### src/rtl/vga_pkg.sv
// vga_pkg
// Shared timing constants for the VGA scan generator: default 640x480@60
// timing, derived line/frame totals, sync window bounds, and the colour
// struct used for the registered DAC output.
// Ports: none (package).
package vga_pkg;

   // Width of the internal horizontal/vertical counters.
   localparam int COUNT_W = 16;

   // Default timing.
   localparam int DEF_CLK_DIV   = 2;
   localparam int DEF_H_VISIBLE = 640;
   localparam int DEF_H_FRONT   = 16;
   localparam int DEF_H_SYNC    = 96;
   localparam int DEF_H_BACK    = 48;
   localparam int DEF_V_VISIBLE = 480;
   localparam int DEF_V_FRONT   = 10;
   localparam int DEF_V_SYNC    = 2;
   localparam int DEF_V_BACK    = 33;

   function automatic int axis_total(input int visible, input int front,
                                     input int sync, input int back);
      return visible + front + sync + back;
   endfunction

   // First count of the sync window: sync follows visible + front porch.
   function automatic int sync_first(input int visible, input int front);
      return visible + front;
   endfunction

   // Last count of the sync window (inclusive).
   function automatic int sync_last(input int visible, input int front,
                                    input int sync);
      return visible + front + sync - 1;
   endfunction

   localparam int H_TOTAL      = axis_total(DEF_H_VISIBLE, DEF_H_FRONT, DEF_H_SYNC, DEF_H_BACK);
   localparam int V_TOTAL      = axis_total(DEF_V_VISIBLE, DEF_V_FRONT, DEF_V_SYNC, DEF_V_BACK);
   localparam int H_SYNC_START = sync_first(DEF_H_VISIBLE, DEF_H_FRONT);
   localparam int H_SYNC_END   = sync_last(DEF_H_VISIBLE, DEF_H_FRONT, DEF_H_SYNC);
   localparam int V_SYNC_START = sync_first(DEF_V_VISIBLE, DEF_V_FRONT);
   localparam int V_SYNC_END   = sync_last(DEF_V_VISIBLE, DEF_V_FRONT, DEF_V_SYNC);

   typedef struct packed {
      logic [3:0] red;
      logic [3:0] green;
      logic [3:0] blue;
   } rgb_t;

endpackage

### src/rtl/vga_axis_counter.sv
// vga_axis_counter
// One scan axis (horizontal or vertical): a 0..TOTAL-1 counter that
// advances on en, plus decoded visible and active-low sync flags.
// Ports:
//   clk, reset_n  clock, asynchronous active-low reset
//   en            advance the counter this clk
//   count         current position
//   wrap          high in the clk where en moves count from TOTAL-1 to 0
//   visible       count < VISIBLE
//   sync_n        low while count lies in [SYNC_START, SYNC_END]
module vga_axis_counter
   import vga_pkg::*;
#(
   parameter int TOTAL      = H_TOTAL,
   parameter int VISIBLE    = DEF_H_VISIBLE,
   parameter int SYNC_START = H_SYNC_START,
   parameter int SYNC_END   = H_SYNC_END
) (
   input  logic               clk,
   input  logic               reset_n,
   input  logic               en,
   output logic [COUNT_W-1:0] count,
   output logic               wrap,
   output logic               visible,
   output logic               sync_n
);

   localparam logic [COUNT_W-1:0] LAST_C  = COUNT_W'(TOTAL - 1);
   localparam logic [COUNT_W-1:0] VIS_C   = COUNT_W'(VISIBLE);
   localparam logic [COUNT_W-1:0] SYNC_LO = COUNT_W'(SYNC_START);
   localparam logic [COUNT_W-1:0] SYNC_HI = COUNT_W'(SYNC_END);

   logic [COUNT_W-1:0] count_reg;
   logic [COUNT_W-1:0] count_next;
   logic               at_last;

   assign at_last = (count_reg == LAST_C);

   always_comb begin
      count_next = count_reg;
      if (en) begin
         count_next = at_last ? '0 : count_reg + COUNT_W'(1);
      end
   end

   always_ff @(posedge clk or negedge reset_n) begin
      if (!reset_n) begin
         count_reg <= '0;
      end else begin
         count_reg <= count_next;
      end
   end

   assign count   = count_reg;
   assign wrap    = en && at_last;
   assign visible = (count_reg < VIS_C);
   assign sync_n  = !((count_reg >= SYNC_LO) && (count_reg <= SYNC_HI));

endmodule

### src/rtl/vga_scan_generator.sv
// vga_scan_generator
// Raster scan timing for a VGA DAC. A clock divider produces one pixel_tick
// per CLK_DIV clks; horizontal and vertical axis counters step on that tick.
// The pixel coordinate goes out to a combinational drawer, and the drawer's
// colour plus the sync levels are registered on the tick, so colour and
// syncs leave together one pixel after the coordinate was presented.
// Ports:
//   clk, reset_n                  clock, asynchronous active-low reset
//   col, row                      coordinate to the drawer (0,0 in blanking)
//   red_in, green_in, blue_in     drawer colour for col/row
//   vga_red, vga_green, vga_blue  DAC colour
//   vga_hsync, vga_vsync          active-low syncs
//   pixel_tick                    one-clk strobe per pixel
//   frame_start                   one-clk strobe when the scan returns to 0,0
module vga_scan_generator
   import vga_pkg::*;
#(
   parameter int CLK_DIV   = DEF_CLK_DIV,
   parameter int H_VISIBLE = DEF_H_VISIBLE,
   parameter int H_FRONT   = DEF_H_FRONT,
   parameter int H_SYNC    = DEF_H_SYNC,
   parameter int H_BACK    = DEF_H_BACK,
   parameter int V_VISIBLE = DEF_V_VISIBLE,
   parameter int V_FRONT   = DEF_V_FRONT,
   parameter int V_SYNC    = DEF_V_SYNC,
   parameter int V_BACK    = DEF_V_BACK
) (
   input  logic        clk,
   input  logic        reset_n,
   output logic [31:0] col,
   output logic [31:0] row,
   input  logic [3:0]  red_in,
   input  logic [3:0]  green_in,
   input  logic [3:0]  blue_in,
   output logic [3:0]  vga_red,
   output logic [3:0]  vga_green,
   output logic [3:0]  vga_blue,
   output logic        vga_hsync,
   output logic        vga_vsync,
   output logic        pixel_tick,
   output logic        frame_start
);

   localparam int LINE_PIXELS = axis_total(H_VISIBLE, H_FRONT, H_SYNC, H_BACK);
   localparam int FRAME_LINES = axis_total(V_VISIBLE, V_FRONT, V_SYNC, V_BACK);

   // A one-bit divider is kept for CLK_DIV=1 so the vector never collapses
   // to zero width; it simply sits at 0 and the tick stays high.
   localparam int               DIV_W    = (CLK_DIV > 1) ? $clog2(CLK_DIV) : 1;
   localparam logic [DIV_W-1:0] DIV_LAST = DIV_W'(CLK_DIV - 1);

   logic [DIV_W-1:0]   div_reg;
   logic [DIV_W-1:0]   div_next;
   logic               tick_reg;
   logic [COUNT_W-1:0] h_count;
   logic [COUNT_W-1:0] v_count;
   logic               h_wrap;
   logic               v_wrap;
   logic               h_visible;
   logic               v_visible;
   logic               h_sync_n;
   logic               v_sync_n;
   logic               active;
   rgb_t               rgb_reg;
   rgb_t               rgb_next;
   logic               hsync_reg;
   logic               vsync_reg;
   logic               frame_start_reg;

   always_comb begin
      div_next = div_reg + DIV_W'(1);
      if (div_reg == DIV_LAST) begin
         div_next = '0;
      end
   end

   vga_axis_counter #(
      .TOTAL      (LINE_PIXELS),
      .VISIBLE    (H_VISIBLE),
      .SYNC_START (sync_first(H_VISIBLE, H_FRONT)),
      .SYNC_END   (sync_last(H_VISIBLE, H_FRONT, H_SYNC))
   ) u_h_axis (
      .clk     (clk),
      .reset_n (reset_n),
      .en      (tick_reg),
      .count   (h_count),
      .wrap    (h_wrap),
      .visible (h_visible),
      .sync_n  (h_sync_n)
   );

   // The line counter only moves when the pixel counter wraps, so both
   // return to 0 on the same tick at the bottom-right corner.
   vga_axis_counter #(
      .TOTAL      (FRAME_LINES),
      .VISIBLE    (V_VISIBLE),
      .SYNC_START (sync_first(V_VISIBLE, V_FRONT)),
      .SYNC_END   (sync_last(V_VISIBLE, V_FRONT, V_SYNC))
   ) u_v_axis (
      .clk     (clk),
      .reset_n (reset_n),
      .en      (h_wrap),
      .count   (v_count),
      .wrap    (v_wrap),
      .visible (v_visible),
      .sync_n  (v_sync_n)
   );

   assign active = h_visible && v_visible;

   // Blanking coordinates are pinned to 0,0 so drawer lookups stay in range.
   assign col = active ? 32'(h_count) : 32'd0;
   assign row = active ? 32'(v_count) : 32'd0;

   always_comb begin
      rgb_next = '0;
      if (active) begin
         rgb_next = {red_in, green_in, blue_in};
      end
   end

   // tick_reg is high for exactly the clk in which div_reg == CLK_DIV-1,
   // derived from div_next so it comes straight from a flop.
   always_ff @(posedge clk or negedge reset_n) begin
      if (!reset_n) begin
         div_reg         <= '0;
         tick_reg        <= 1'b0;
         rgb_reg         <= '0;
         hsync_reg       <= 1'b1;
         vsync_reg       <= 1'b1;
         frame_start_reg <= 1'b0;
      end else begin
         div_reg         <= div_next;
         tick_reg        <= (div_next == DIV_LAST);
         frame_start_reg <= v_wrap;
         if (tick_reg) begin
            rgb_reg   <= rgb_next;
            hsync_reg <= h_sync_n;
            vsync_reg <= v_sync_n;
         end
      end
   end

   assign vga_red     = rgb_reg.red;
   assign vga_green   = rgb_reg.green;
   assign vga_blue    = rgb_reg.blue;
   assign vga_hsync   = hsync_reg;
   assign vga_vsync   = vsync_reg;
   assign pixel_tick  = tick_reg;
   assign frame_start = frame_start_reg;

endmodule

### config.mk
export PLATFORM = sky130hd
export DESIGN_NAME = vga_scan_generator
export DESIGN_NICKNAME = d
export VERILOG_FILES = /design/src/rtl/vga_pkg.sv /design/src/rtl/vga_axis_counter.sv /design/src/rtl/vga_scan_generator.sv
export SDC_FILE = /design/constraint.sdc
export NUM_CORES = 1
export LEC_CHECK = 0
export CAP_MARGIN = 20
export CORE_UTILIZATION = 40
export CTS_CLUSTER_DIAMETER = 150
export DETAILED_ROUTE_END_ITERATION = 10
export PLACE_DENSITY = 0.67
export SYNTH_ARGS = -nofsm -noshare
export SYNTH_HDL_FRONTEND = slang
export SYNTH_SLANG_ARGS = --single-unit
### constraint.sdc
create_clock -name clk -period 2.5 [get_ports clk]
set_clock_uncertainty 0.2 [all_clocks]
set_input_delay 0.75 -clock clk [delete_from_list [all_inputs] [get_ports clk]]
set_output_delay 0.75 -clock clk [all_outputs]
set_load 0.005 [all_outputs]
==> metrics.csv <==
stage,metric,value,unit
status,status,finished with violations,
status,failing checks,negative setup slack,
cells_and_area,Final Util,0.538,
power,Power Total,1.37,mW
cells_and_area,layout cell share with drive strength beyond 1,0.278,
timing,FMAX,0.322,GHz
yosys,Post-Syn Area,2980,um^2
timing,Worst-Margin Slew,581,ps
place,I/O Buffers,48,
cts,H-tree depth,2,
timing,Setup Viol. Count Final,19,
routing,drt drc,0,
worst_hold_path,Hold Crit Class,in -> async,
routing,via count,2378,
place,gpl congestion,0.842,
cts,CTS Buf Count,5,
routing,number of routed nets with antenna violations,0,
setup_path,max incr delay on CP,410,ps
setup_path,Crit-path slowest cell,dfrtp_1,
routing,WL/cell,13.3,um
grt,GR Util All Layers,0.178,
cts,"Clk Latency, worst-skew pair",300,ps
power,pwr/cell area,353,nW/um^2
setup_path,WP buf/inv,5,
floorplanning,Chip Height,88.2,um
cts,Root Driver,clkbuf_8,
yosys,asr flop ratio synth,1.00,
cts,Max Root-Sink Buffers,2,
setup_path,most frequent cell on the critical path,buf_6,
yosys,prevailing post-synth register cell,dfrtp_1,
yosys,YS warnings,0,
timing,fin. max-slew vios,0,
floorplanning,area of the core,7210,um^2
setup_path,Crit Path Max Fanout,4,
cells_and_area,"commonest non-fill, non-tap cell in the layout",dfrtp_1,
cells_and_area,fin nets,417,
grt,GRT overflow,0,
setup_path,WP data arrival,2160,ps
cts,TritonCTS clock tree,built,
setup_path,Setup CP Type,reg -> out,
floorplanning,die area,7790,um^2
setup_path,Worst setup SP type,flip-flop,
floorplanning,Chip Width,88.2,um
timing,worst setup margin,-609,ps
timing,unrepaired setup endpoints after global routing,yes,
yosys,Synth Instances,308,
routing,DRT iter0 DRCs,109,
timing,fin crit period,3110,ps
grt,antenna violations before repair,0,
setup_path,Worst Setup End Kind,primary output,
routing,WL final,6610,um
power,switching pwr,0.313,mW
power,Sw Share,0.229,
cts,clock slew at reported path FFs,90,ps
power,Int Pwr,1.06,mW
cts,Sink Count,48,
setup_path,crit path cell chain,"nor4_4, nand2_2, nor4b_4, buf_4, buf_6, buf_6, buf_6, and2_4, buf_6",
power,leakage,1.86,nW
yosys,Synth cell types,47,
timing,final hold viol count,0,
power,Reg power frac,0.577,
job,Max Cap Viol,0,
timing,slew margin rel.,0.611,
cells_and_area,ant diodes,0,
place,Detail Placement HPWL,4480,um
setup_path,worst path required time,1550,ps
cells_and_area,"Area growth, synth to finish",30.4,%
setup_path,"CP delay by family, top",simple AND/OR/NAND/NOR gates,
yosys,"FF+latch count, synth",48,
timing,fin crit share,1.24,
cells_and_area,most frequent cells in the layout,"dfrtp_1, conb_1, buf_4, clkdlybuf4s50_1, buf_6",
yosys,number of synthesized flops with an enable pin,0,
cells_and_area,register area,1200,um^2
cells_and_area,fill count,675,
yosys,"Seq/Total Area, Yosys",0.405,
grt,first-pass GRT wire length,10700,um
power,clock share of power,0.360,
routing,Vias/cell,4.78,
yosys,Synth Area per Inst,9.66,um^2
power,peak supply drop,0.000184,V
routing,TritonRoute pass-1 iters,6,
grt,vias in the first global route,2229,
floorplanning,Initial Util,0.412,
floorplanning,# IOs,94,
timing,Fin Setup TNS,-9720,ps
floorplanning,site row count,31,
power,combinational share of power,0.063,
cells_and_area,multi-input logic area,1500,um^2
cts,hold_buf cts,0,
grt,largest net degree at the start of global routing,33,
[worst paths after layout]
check / from / endpoint / slack, ps / cells after the start
setup / recovery: u_v_axis.count[14]$_DFFE_PN0P_ / row[1] / -610 / 9
hold / removal: reset_n / u_h_axis.count[3]$_DFFE_PN0P_ / 190 / 1
setup reg to reg: u_h_axis.count[1]$_DFFE_PN0P_ / u_v_axis.count[14]$_DFFE_PN0P_ / 170 / 5
hold reg to reg: vga_hsync$_DFFE_PN1P_ / vga_hsync$_DFFE_PN1P_ / 300 / 2
max in group asynchronous: reset_n / vga_vsync$_DFFE_PN1P_ / 1320 / 2
min in group clk: vga_hsync$_DFFE_PN1P_ / vga_hsync$_DFFE_PN1P_ / 300 / 2
[power by group through the flow]
stage | clock network, mW | logic (mW) | registers, mW
2_1_floorplan | 0 | 0.0761 | 0.806
3_3_place_gp | 0 | 0.0866 | 0.805
3_5_place_dp | 0 | 0.0872 | 0.805
4_1_cts | 0.510 | 0.0876 | 0.790
5_1_grt | 0.542 | 0.0990 | 0.792
6_report | 0.492 | 0.0860 | 0.790
[final cells by class]
| cell class | instances | share of cell area |
|---|---|---|
| Multi-Input combinational cell | 230 | 0.387 |
| Sequential cell | 48 | 0.310 |
| Timing Repair Buffer | 99 | 0.233 |
| Tap cell | 99 | 0.0319 |
| Clock buffer | 7 | 0.0222 |
| Inverter | 14 | 0.0135 |
| Clock inverter | 1 | 0.00193 |
[cell families after synthesis]
group                    count (synthesis)  synth area share
AND/OR/NAND/NOR                        125             0.263
buffers and inverters                   74             0.159
flip-flops                              48             0.405
AO/OA/AOI/OAI                           33            0.0845
XOR/XNOR                                18            0.0530
adder cells (fa/ha/maj)                  5            0.0210
multiplexers                             4            0.0139
other                                    1           0.00126
[stage by stage]
step | setup slack, ps | instances | hold WS [ps] | cell area [um^2]
floorplan | 59.8 | 352 | 246 | 3140
global placement | -411 | 471 | 286 | 3570
detailed placement | -473 | 471 | 286 | 3570
CTS | -627 | 497 | 207 | 3790
global route | -781 | 498 | 202 | 3880
finish | -609 | 498 | 187 | 3880
[synth_stat cells, drive strengths merged, types with 8 or more instances]
library cell  number  area (um^2)
a31o              12          105
and2              19          119
buf               57          408
dfrtp             46         1150
inv               14         52.6
nand2             19         71.3
nand3             10         50.1
nand4             11         81.3
nor2              19         71.3
nor2b             12         75.1
nor3               9         45.0
nor4               9          103
xnor2             10         87.6
xor2               8         70.1
[per-layer routing]
metal / wire, um / share of wire / vias to the layer above / track usage
met5: 0 / 0 / - / 0
met4: 91 / 0.014 / 0 / 0.0660
met3: 247 / 0.037 / 9 / 0.0299
met2: 3380 / 0.51 / 68 / 0.303
met1: 2890 / 0.44 / 1154 / 0.226
li1: - / - / 1147 / -
[timing repair]
action / 4_1_cts / 5_1_grt
endpoints found under the setup margin: 19 / 31
cloned: 2 / 0
gates resized for setup: 98 / 21
setup buffers: 16 / 4
pin swaps: 10 / 3
Power figures use the tool's default switching activity.
==> RTL change, RTL diff (config.mk and constraints unchanged) <==
Remove the register `frame_start_reg`: a continuous assignment takes its place, so the output `frame_start` follows one clock earlier.
--- a/src/rtl/vga_scan_generator.sv
+++ b/src/rtl/vga_scan_generator.sv
@@ -128,11 +128,9 @@
          rgb_reg         <= '0;
          hsync_reg       <= 1'b1;
          vsync_reg       <= 1'b1;
-         frame_start_reg <= 1'b0;
       end else begin
          div_reg         <= div_next;
          tick_reg        <= (div_next == DIV_LAST);
-         frame_start_reg <= v_wrap;
          if (tick_reg) begin
             rgb_reg   <= rgb_next;
             hsync_reg <= h_sync_n;
@@ -140,6 +138,8 @@
          end
       end
    end
+
+   assign frame_start_reg = v_wrap;
 
    assign vga_red     = rgb_reg.red;
    assign vga_green   = rgb_reg.green;
Formal check against the unedited RTL: same outputs for any inputs over 10 cycles, from zero or initial values and one cycle with reset_n low; that may be too few to reach the edited logic, so the function may still have changed.
==> RTL change against the original RTL <==
- combinational power down 3.1%
- sequential cell count shrank 1
- register-to-register slack improved by 0.08 ns
- cell area grew 4.8%
- power rose by 5.7%
- setup slack better by 0.057 ns
- first-iteration DRC count is 37% lower
- highest routed layer unchanged
- synthesized area fell by 0.84%
- synthesized cell count shrank 0.32%
- routed wire length increased by 6.4%
- sequential power shrank 2%
- final cell count rose by 4.0%
- count of clock-buffer cells in the layout down 1
- the flow still finishes with violations (setup timing)
==> RTL change: results (changes against the original RTL) <==
run_status:
  outcome: "finished, violations left"  # unchanged
  violations: "setup timing"  # unchanged
global_routing:
  grt_pass1_vias: 2398  # was 2229
  grt_pass1_wl_um: 11400  # was 10700 µm
  grtUsageTotal: 0.193  # was 0.178
  grt_max_degree: 48  # was 33
setup_path:
  rr_endpoint: "vga_blue[2]"  # was u_v_axis.count[14]
  crit_arrival_ns: 2.10  # was 2.16 ns
  r2r_cells: 9  # was 5
  reg2reg_slack_ns: 0.25  # was 0.17 ns
  reg2reg_from: "u_v_axis.count[13]"  # was u_h_axis.count[1]
  worstPathMaxFanout: 3  # was 4
placed_design:
  dp_hpwl_um: 4900  # was 4480 µm
  routabilityCongestion: 0.828  # was 0.842
pwr:
  p_leak_uw: 0.00199  # was 0.00186 µW
  ir_worst_vdd_mv: 0.263  # was 0.184 mV
  p_sw_frac: 0.214  # was 0.229
timing:
  layout_setup_ws_ns: -0.552  # was -0.609 ns
  worstMarginPinSlew_ns: 0.612  # was 0.581 ns
  hold_slack_ns: 0.300  # was 0.187 ns
  setup_violations: 20  # was 19
  finalSetupTns_ns: -9.82  # was -9.72 ns
clock_network:
  cts.path.max_buffers: 2  # unchanged
  htreeDepth: 2  # unchanged
  clk_pin_slew_ns: 0.09  # about the same
logic_synthesis:
  synth_area_leaders: "dfrtp_1, buf_4, and2_1, a31o_1, xnor2_1"  # unchanged
  synthTopCellsByCount: "buf_4, dfrtp_1, and2_1, nand2_1, nor2_1"  # unchanged
  yosysSeqAreaShare: 0.399  # was 0.405
final_layout:
  drive_gt1_frac: 0.329  # was 0.278
  nNetsFinal: 440  # was 417
  num-fill-cells: 599  # was 675
route:
  dr.pass1.iters: 4  # was 6
  via_count: 2469  # was 2378
  drtIter0Drc: 69  # was 109
  wl_um: 7040  # was 6610 µm
worst_hold_path:
  worstHoldPathType: "flop to flop"  # was input port to async pin
RTL change: cell types whose count changed after synthesis:
cell	change
dfrtp_1	-1
RTL change: repair_timing:
item,CTS,global route
endpoints found under the setup margin,20,20
pin swaps,20,12
setup buffers,16,9
cloned,1,0
gates resized for setup,107,21
RTL change: kinds of logic (layout without fill, tap and decap cells):
logic type	after synthesis	in the layout	share of synthesized area
other cells	1	45	0.00127
fa+ha+maj	5	5	0.0212
mux	4	4	0.0140
simple gates	125	125	0.265
xor+xnor	18	18	0.0534
buf+inv	74	145	0.160
flops	47	47	0.399
compound gates	33	33	0.0852
RTL change: critical path: cells and delay by family, from the launching register on:
kind | cells | cell delay (ns)
buf+inv | 4 | 0.44
simple gates | 4 | 0.94
flops | 1 | 0.42
RTL change: final cells by class:
cell class              count  share of cell area
clock buffers               6              0.0203
flip-flops and latches     47               0.290
repair buffers            123               0.266
multi-input cells         230               0.373
well taps                  96              0.0295
inverters                  14              0.0129
clock inverters             2             0.00861
RTL change: power groups by stage:
stage / sequential [µW] / clock [µW] / combinational (µW)
3_3_place_gp: 789 / 0 / 83.5
4_1_cts: 774 / 609 / 84.3
2_1_floorplan: 790 / 0 / 76.1
5_1_grt: 775 / 637 / 96.4
3_5_place_dp: 789 / 0 / 84.1
6_report: 774 / 589 / 83.3
RTL change: per-layer routing:
layer / up-vias / global-route usage / wire, µm
met5: - / 0 / 0
met4: 0 / 0.0671 / 123
met3: 13 / 0.0311 / 216
met2: 62 / 0.336 / 3630
met1: 1201 / 0.244 / 3070
li1: 1193 / - / -
RTL change: stage by stage:
step / total power, µW / cell area (µm²) / util / setup WS (ns) / instances
after CTS: 1470 / 3920 / 0.565 / -0.594 / 511
final: 1450 / 4070 / 0.586 / -0.552 / 518
after detailed placement: 873 / 3680 / 0.530 / -0.478 / 487
after global routing: 1510 / 4070 / 0.586 / -0.680 / 518
after floorplan: 866 / 3120 / - / 0.0598 / 351
after global placement: 872 / 3680 / 0.530 / -0.428 / 487
RTL change: worst max path at each step:
stage,startpoint,slack [ns],to,cells after the start
2_1_floorplan,u_v_axis.count[14],0.06,col[0],5
3_3_place_gp,u_v_axis.count[14],-0.43,row[4],6
3_5_place_dp,u_v_axis.count[14],-0.48,col[1],6
4_1_cts,u_h_axis.count[10],-0.59,col[3],8
5_1_grt,u_v_axis.count[13],-0.68,col[2],8
6_report,u_v_axis.count[13],-0.55,col[1],8
